File: config.mk
export PLATFORM = sky130hd
export DESIGN_NAME = game_progress
export DESIGN_NICKNAME = d
export VERILOG_FILES = /design/src/rtl/game_pkg.sv /design/src/rtl/tick_gen.sv /design/src/rtl/game_progress.sv
export SDC_FILE = /design/constraint.sdc
export NUM_CORES = 1
export LEC_CHECK = 0
export ABC_AREA = 1
export ABC_CLOCK_PERIOD_IN_PS = 8200
export CORE_ASPECT_RATIO = 1.75
export CORE_UTILIZATION = 40
export CTS_BUF_LIST = sky130_fd_sc_hd__clkbuf_4
export CTS_CLUSTER_DIAMETER = 60
export DETAILED_ROUTE_END_ITERATION = 10
export PLACE_DENSITY = 0.65
export RECOVER_POWER = 25
export SYNTH_ARGS = -nofsm -noshare
export SYNTH_HDL_FRONTEND = slang
export SYNTH_HIERARCHICAL = 1
export SYNTH_SLANG_ARGS = --single-unit
File: constraint.sdc
create_clock -name clk -period 8.2 [get_ports clk]
set_input_delay 2.46 -clock clk [delete_from_list [all_inputs] [get_ports clk]]
set_output_delay 2.46 -clock clk [all_outputs]
set_load 0.01 [all_outputs]
File: src/rtl/game_pkg.sv
// Shared game definitions: top-level game state encoding, progress phase
// enum and the lives/level port widths. Used by the game FSM, the HUD and
// game_progress.
package game_pkg;

    localparam int LIVES_W = 3;
    localparam int LEVEL_W = 4;

    typedef enum logic [1:0] {
        GAME_INITIAL = 2'b00,
        GAME_RUNNING = 2'b01,
        GAME_OVER    = 2'b10
    } game_state_t;

    typedef enum logic [1:0] {
        PLAY  = 2'b00,
        DYING = 2'b01,
        DONE  = 2'b10
    } phase_t;

    // Width of a down/up counter able to hold values 0..n-1 (at least 1 bit).
    function automatic int cnt_width(input int n);
        if (n > 1) begin
            cnt_width = $clog2(n);
        end else begin
            cnt_width = 1;
        end
    endfunction

endpackage

File: src/rtl/tick_gen.sv
// Free-running prescaler producing a one-cycle tick every DIV enabled
// cycles. The counter only advances while en is high and is forced back to
// zero by the synchronous clear. The tick is a decode of the registered
// count so the consumer sees it in the same cycle the wrap happens.
module tick_gen
    import game_pkg::*;
#(
    parameter int DIV = 50_000_000
) (
    input  logic clk,
    input  logic rst_n,
    input  logic en,
    input  logic clr,
    output logic tick
);

    localparam int CW = cnt_width(DIV);
    localparam logic [CW-1:0] CNT_LAST = CW'(DIV - 1);
    localparam logic [CW-1:0] CNT_ONE  = CW'(1);

    logic [CW-1:0] cnt_r;

    // Prescaler count: clear has priority, then advance and wrap while enabled.
    always_ff @(posedge clk or negedge rst_n) begin
        if (!rst_n) begin
            cnt_r <= '0;
        end else if (clr) begin
            cnt_r <= '0;
        end else if (en) begin
            if (cnt_r == CNT_LAST) begin
                cnt_r <= '0;
            end else begin
                cnt_r <= cnt_r + CNT_ONE;
            end
        end else begin
            cnt_r <= cnt_r;
        end
    end

    assign tick = en & (cnt_r == CNT_LAST);

endmodule

File: src/rtl/game_progress.sv
// Per-game progress tracker: lives, bonus countdown, level and score.
// Runs a PLAY/DYING/DONE phase machine while the game is RUNNING, reloads
// start-of-game values in INITIAL and freezes everything in OVER.
// Optional feature: define EXTRA_LIFE_EN to award one extra life per game
// when the score first reaches EXTRA_LIFE_SCORE.
module game_progress
    import game_pkg::*;
#(
    parameter int TICK_DIV   = 50_000_000,
    parameter int BONUS_W    = 14,
    parameter int BONUS_INIT = 5000,
    parameter int BONUS_STEP = 100,
    parameter int LIVES_INIT = 3,
    parameter int LIVES_MAX  = 7,
    parameter int DIE_CYCLES = 100_000_000,
    parameter int SCORE_W    = 20,
`ifdef EXTRA_LIFE_EN
    parameter int EXTRA_LIFE_SCORE = 10000,
`endif
    parameter int LEVEL_MAX  = 15
) (
    input  logic               clk,
    input  logic               rst_n,
    input  logic [1:0]         state,
    input  logic               hit,
    input  logic               goal,
    output logic [LIVES_W-1:0] lives,
    output logic [BONUS_W-1:0] bonus,
    output logic [LEVEL_W-1:0] level,
    output logic [SCORE_W-1:0] score,
    output logic               dying,
    output logic               respawn,
    output logic               over
);

    localparam int DW = cnt_width(DIE_CYCLES);

    // Start-of-game lives never exceed the ceiling.
    localparam int LIVES_START = (LIVES_INIT > LIVES_MAX) ? LIVES_MAX : LIVES_INIT;

    localparam logic [LIVES_W-1:0] LIVES_INIT_V = LIVES_W'(LIVES_START);
    localparam logic [LIVES_W-1:0] LIVES_ONE    = LIVES_W'(1);
    localparam logic [BONUS_W-1:0] BONUS_INIT_V = BONUS_W'(BONUS_INIT);
    localparam logic [BONUS_W-1:0] BONUS_STEP_V = BONUS_W'(BONUS_STEP);
    localparam logic [LEVEL_W-1:0] LEVEL_ONE    = LEVEL_W'(1);
    localparam logic [LEVEL_W-1:0] LEVEL_MAX_V  = LEVEL_W'(LEVEL_MAX);
    localparam logic [DW-1:0]      DIE_LOAD     = DW'(DIE_CYCLES - 1);
    localparam logic [DW-1:0]      DLY_ONE      = DW'(1);
`ifdef EXTRA_LIFE_EN
    localparam logic [LIVES_W-1:0] LIVES_MAX_V  = LIVES_W'(LIVES_MAX);
    localparam logic [SCORE_W-1:0] EXTRA_V      = SCORE_W'(EXTRA_LIFE_SCORE);
`endif

    // Registered state
    phase_t             phase_r;
    logic [LIVES_W-1:0] lives_r;
    logic [BONUS_W-1:0] bonus_r;
    logic [LEVEL_W-1:0] level_r;
    logic [SCORE_W-1:0] score_r;
    logic               dying_r;
    logic               respawn_r;
    logic               over_r;
    logic [DW-1:0]      delay_r;

    // Next-state values
    phase_t             phase_s;
    logic [LIVES_W-1:0] lives_s;
    logic [BONUS_W-1:0] bonus_s;
    logic [LEVEL_W-1:0] level_s;
    logic [SCORE_W-1:0] score_s;
    logic               dying_s;
    logic               respawn_s;
    logic               over_s;
    logic [DW-1:0]      delay_s;

    // Datapath helpers
    logic               tick_s;
    logic               tick_en_s;
    logic               tick_clr_s;
    logic               death_s;
    logic [BONUS_W-1:0] bonus_dec_s;
    logic [SCORE_W:0]   score_sum_s;
    logic [SCORE_W-1:0] score_sat_s;

`ifdef EXTRA_LIFE_EN
    logic               extra_done_r;
    logic               extra_done_s;
`endif

    // Bonus only counts down while actually playing a running game.
    assign tick_en_s = (state == GAME_RUNNING) && (phase_r == PLAY);

    tick_gen #(
        .DIV (TICK_DIV)
    ) u_tick_gen (
        .clk   (clk),
        .rst_n (rst_n),
        .en    (tick_en_s),
        .clr   (tick_clr_s),
        .tick  (tick_s)
    );

    // Saturating arithmetic shared by the phase logic.
    always_comb begin
        bonus_dec_s = '0;
        score_sum_s = '0;
        score_sat_s = '0;
        if (bonus_r > BONUS_STEP_V) begin
            bonus_dec_s = bonus_r - BONUS_STEP_V;
        end else begin
            bonus_dec_s = '0;
        end
        score_sum_s = {1'b0, score_r} + (SCORE_W + 1)'(bonus_r);
        if (score_sum_s[SCORE_W]) begin
            score_sat_s = '1;
        end else begin
            score_sat_s = score_sum_s[SCORE_W-1:0];
        end
    end

    // Phase machine and counter next-state logic.
    always_comb begin
        phase_s    = phase_r;
        lives_s    = lives_r;
        bonus_s    = bonus_r;
        level_s    = level_r;
        score_s    = score_r;
        dying_s    = dying_r;
        respawn_s  = 1'b0;
        over_s     = over_r;
        delay_s    = delay_r;
        tick_clr_s = 1'b0;
        death_s    = 1'b0;
`ifdef EXTRA_LIFE_EN
        extra_done_s = extra_done_r;
`endif

        case (state)
            GAME_INITIAL: begin
                phase_s    = PLAY;
                lives_s    = LIVES_INIT_V;
                bonus_s    = BONUS_INIT_V;
                level_s    = LEVEL_ONE;
                score_s    = '0;
                dying_s    = 1'b0;
                over_s     = 1'b0;
                delay_s    = '0;
                tick_clr_s = 1'b1;
`ifdef EXTRA_LIFE_EN
                extra_done_s = 1'b0;
`endif
            end
            GAME_RUNNING: begin
                case (phase_r)
                    PLAY: begin
                        // A hit and a bonus-exhausting tick together still cost one life.
                        death_s = hit | (tick_s & (bonus_dec_s == '0));
                        if (tick_s) begin
                            bonus_s = bonus_dec_s;
                        end else begin
                            bonus_s = bonus_r;
                        end
                        if (death_s) begin
                            if (lives_r > LIVES_ONE) begin
                                lives_s = lives_r - LIVES_ONE;
                                dying_s = 1'b1;
                                delay_s = DIE_LOAD;
                                phase_s = DYING;
                            end else begin
                                lives_s = '0;
                                over_s  = 1'b1;
                                phase_s = DONE;
                            end
                        end else if (goal) begin
                            score_s    = score_sat_s;
                            bonus_s    = BONUS_INIT_V;
                            tick_clr_s = 1'b1;
                            if (level_r < LEVEL_MAX_V) begin
                                level_s = level_r + LEVEL_ONE;
                            end else begin
                                level_s = level_r;
                            end
`ifdef EXTRA_LIFE_EN
                            if (!extra_done_r && (score_r < EXTRA_V) && (score_sat_s >= EXTRA_V)) begin
                                extra_done_s = 1'b1;
                                if (lives_r < LIVES_MAX_V) begin
                                    lives_s = lives_r + LIVES_ONE;
                                end else begin
                                    lives_s = lives_r;
                                end
                            end else begin
                                extra_done_s = extra_done_r;
                            end
`endif
                        end else begin
                            phase_s = PLAY;
                        end
                    end
                    DYING: begin
                        // Inputs and ticks are ignored until the hold expires.
                        if (delay_r == '0) begin
                            dying_s    = 1'b0;
                            respawn_s  = 1'b1;
                            bonus_s    = BONUS_INIT_V;
                            tick_clr_s = 1'b1;
                            phase_s    = PLAY;
                        end else begin
                            delay_s = delay_r - DLY_ONE;
                        end
                    end
                    DONE: begin
                        phase_s = DONE;
                    end
                    default: begin
                        phase_s = PLAY;
                    end
                endcase
            end
            GAME_OVER: begin
                phase_s = phase_r;
            end
            default: begin
                phase_s = phase_r;
            end
        endcase
    end

    // Progress registers; reset loads the start-of-game values.
    always_ff @(posedge clk or negedge rst_n) begin
        if (!rst_n) begin
            phase_r   <= PLAY;
            lives_r   <= LIVES_INIT_V;
            bonus_r   <= BONUS_INIT_V;
            level_r   <= LEVEL_ONE;
            score_r   <= '0;
            dying_r   <= 1'b0;
            respawn_r <= 1'b0;
            over_r    <= 1'b0;
            delay_r   <= '0;
        end else begin
            phase_r   <= phase_s;
            lives_r   <= lives_s;
            bonus_r   <= bonus_s;
            level_r   <= level_s;
            score_r   <= score_s;
            dying_r   <= dying_s;
            respawn_r <= respawn_s;
            over_r    <= over_s;
            delay_r   <= delay_s;
        end
    end

`ifdef EXTRA_LIFE_EN
    // Once-per-game extra-life award flag.
    always_ff @(posedge clk or negedge rst_n) begin
        if (!rst_n) begin
            extra_done_r <= 1'b0;
        end else begin
            extra_done_r <= extra_done_s;
        end
    end
`endif

    assign lives   = lives_r;
    assign bonus   = bonus_r;
    assign level   = level_r;
    assign score   = score_r;
    assign dying   = dying_r;
    assign respawn = respawn_r;
    assign over    = over_r;

endmodule

==> impl_results.md <==
* Status: finished, violations left
* Violated checks: max-capacitance violations, max-slew violations
* Area leader, netlist: dfrtp_1
* Worst R2R Start: bonus[3]
* CP max FO at 22
* Final min period at approximately 5800 ps
* Clock Pin Slew Worst Setup and Hold Paths at ~160 ps
* Power per cell area at approximately 160 nW/um^2
* Number of global-route vias before repair at just under 7000
* Sequential-to-total area share from yosys stat at 0.3476
* GR Util All Layers at 0.2275
* Skew-Pair Late Insertion Delay at approximately 480 ps
* Via/cell ratio at between 5 and 6
* FP Rows at 64
* Clock tree buffer depth at 2
* Hold Path Origin: delay_r[26]
* H-tree depth at 3
* Die width at between 100 and 150 um
* Area added between synthesis and finish at 11.49%
* Final ANT Viol Nets at 0
* Die Ht at ~180 um
* Largest net degree at the start of global routing at 74
* Post-CTS sizing at 0
* Die ar. at 18450 um^2
* Core area at 17460 um^2
* Synth Register Bits at 99
* DP HPWL at between 10 and 15 mm
* Most frequent cells in the layout: nand2_1 (351), nor2_1 (148), inv_1 (118)
* Synth top area share at 0.3182
* MaxCap Viol Count at 2
* Endpoints failing setup at 0
* Initial antenna violation count at 1
* Top post-synthesis cells by area: dfrtp_1 (32%), nand2_1 (18%), nor2_1 (7.8%)
* Post-Synthesis Mean Instance Area at about 6.6 um^2
* Slew Limit Fails at a little over 100
* Startpoint Class: input port
* CTS sink cnt at 99
* Ys Warns at 6
* Fin. Hold Viols at 0
* Crit path DAT at slightly above 6000 ps
* Remaining global-route overflow at 0
* Drt wl/cell at about 14 um
* Overall routed net length at roughly 20 mm
* Post-placement cell area at 7816 um^2
* Yosys cell types at between 40 and 50
* Setup repair bufs after CTS at 0
* Share of cells above drive strength 1 at 0.05773
* I/O Buffers at 49
* Worst endpoint required time at 8580 ps
* TNS Setup at 0 ps
* Commonest non-fill, non-tap cell in the layout: nand2_1
* TritonCTS clock tree: done
* Vias at ~7000
* Final Cycle Share at 0.7061
* Worst slew margin at -0.2434
* CTS Root Cell: clkbuf_4
* I/O Pins at 50
* RSZ-0062 raised after global routing: false
* 1st-pass router iterations at 6
* Initial core utilization at 0.4099
* Worst Max-Slew Pin Slew at roughly 1900 ps
* FMAX at between 150 and 200 MHz
* Final std cell area, no fill at between 7000 and 8000 um^2
* GPL Wtd Cong at 0.8636
* Worst Setup End Kind: register
* DRC at 0
* CTS Buf Count at 9
* First-pass GRT wire length at roughly 33 mm
* # nets final at 1149
* Max VDD drop at approximately 0.12 mV
* Leak at between 3 and 4 nW
* Synthesized cell area at between 7000 and 8000 um^2
* Mapped Cells at 1082
* CTS Hold Bufs at 0
* 1st-iter DRT viols at slightly below 400
* Crit path from: state[1]
* HP Class: register to register
* Synthesized Nets at ~1100
* Worst Skew at 22.90 ps
* Crit Path Category: input port to register
[worst max-delay path: stages]
cell	delay (ps)
clkdlybuf4s50_1	440
inv_1	110
nand2_1	250
clkinv_1	120
nand3_1	70
inv_1	250
inv_1	70
nor2_1	410
nand3_1	150
nor2_2	140
nand2_4	100
nand3_1	410
a21oi_1	180
nor2_2	240
inv_2	220
nand3_1	240
nor2_1	90
nand2_1	60
nand2_1	50
nand2_1	50
nor2_1	40
[registers in the layout, indices dropped and copies added, names as in the netlist]
name              flops
u_tick_gen/cnt_r     26
phase_r               2
level                 4
respawn               1
delay_r              27
over                  1
score                20
dying                 1
lives                 3
bonus                14
[synth_stat cells]
library cell / number
ha_1: 21
nand4_1: 52
a21boi_0: 2
clkinv_4: 1
o31ai_1: 1
inv_2: 8
o21ai_1: 5
nor4_1: 1
inv_4: 1
clkbuf_1: 12
clkinv_1: 1
a2bb2oi_1: 1
xnor2_1: 12
dfstp_2: 8
o211ai_1: 1
nand3_4: 3
buf_6: 5
nand2_4: 5
nor2_4: 3
xor2_1: 16
buf_4: 3
nand3_1: 81
o22ai_1: 1
nand3b_1: 4
nor2_1: 148
o211a_1: 1
o21ai_0: 46
buf_2: 6
and2_1: 1
inv_1: 118
a21oi_1: 38
o21bai_1: 1
nand2_2: 8
or2_2: 4
nand2_1: 351
nand3_2: 1
a21o_1: 1
fa_1: 1
nor3_1: 8
o21ai_2: 1
dfrtp_1: 91
a31oi_1: 7
nor2_2: 2
[layout make-up]
type	instances	area, um^2
tap	231	289.0
antenna	1	2.502
clock inverter	6	90.09
inverter	129	491.7
clock buffer	10	75.07
sequential	99	2487
fill	1886	9479
timing repair buffer	54	519.2
multi-input combinational	828	4023
[report_power, final]
| group | total [mW] | leakage (nW) | internal [mW] | switching [mW] |
|---|---|---|---|---|
| clock | 0.308 | 0.0882 | 0.128 | 0.180 |
| combinational | 0.388 | 2.57 | 0.129 | 0.259 |
| sequential | 0.580 | 1.33 | 0.533 | 0.0464 |
| total | 1.28 | 3.99 | 0.790 | 0.485 |
[worst paths after layout]
| kind | end | slack (ps) | cells after the start |
|---|---|---|---|
| max reg2reg | u_tick_gen/cnt_r[24] | 4290 | 21 |
| min reg2reg | delay_r[26] | 490 | 2 |
| max in group asynchronous | u_tick_gen/cnt_r[21] | 3240 | 2 |
| min in group asynchronous | bonus[2] | 2380 | 1 |
| min | delay_r[26] | 490 | 2 |
| max | u_tick_gen/cnt_r[24] | 2410 | 21 |
[routing by layer]
layer | routed length [um] | vias up | part of all wire | GRT usage
met5 | 0 | - | 0 | 0
met4 | 764 | 0 | 0.039 | 0.1115
met3 | 768 | 49 | 0.039 | 0.03236
met2 | 10160 | 148 | 0.52 | 0.4053
met1 | 7992 | 3245 | 0.41 | 0.2608
li1 | - | 3552 | - | -
[stage by stage]
| step | total power [mW] | util | hold slack (ps) | setup WS (ps) | std cells |
|---|---|---|---|---|---|
| final | 1.276 | 0.4570 | 489.9 | 2410 | 1358 |
| after floorplan | 0.8563 | - | 441.9 | 3200 | 1082 |
| after global routing | 1.358 | 0.4570 | 529.8 | 2009 | 1358 |
| after detailed placement | 0.9761 | 0.4477 | 458.7 | 1942 | 1341 |
| after global placement | 0.9719 | 0.4477 | 458.0 | 2087 | 1341 |
| after CTS | 1.290 | 0.4572 | 496.1 | 2475 | 1357 |
[cells by family (layout without fill, tap and decap cells)]
kind of cell,after synthesis,in the layout,share of synthesized area
xor+xnor,28,28,0.03427
compound gates,106,106,0.07939
flops,99,99,0.3476
fa+ha+maj,22,22,0.03952
buf+inv,155,199,0.09022
simple gates,672,672,0.4090
other cells,0,1,0
(Power assumes the default switching activity.)
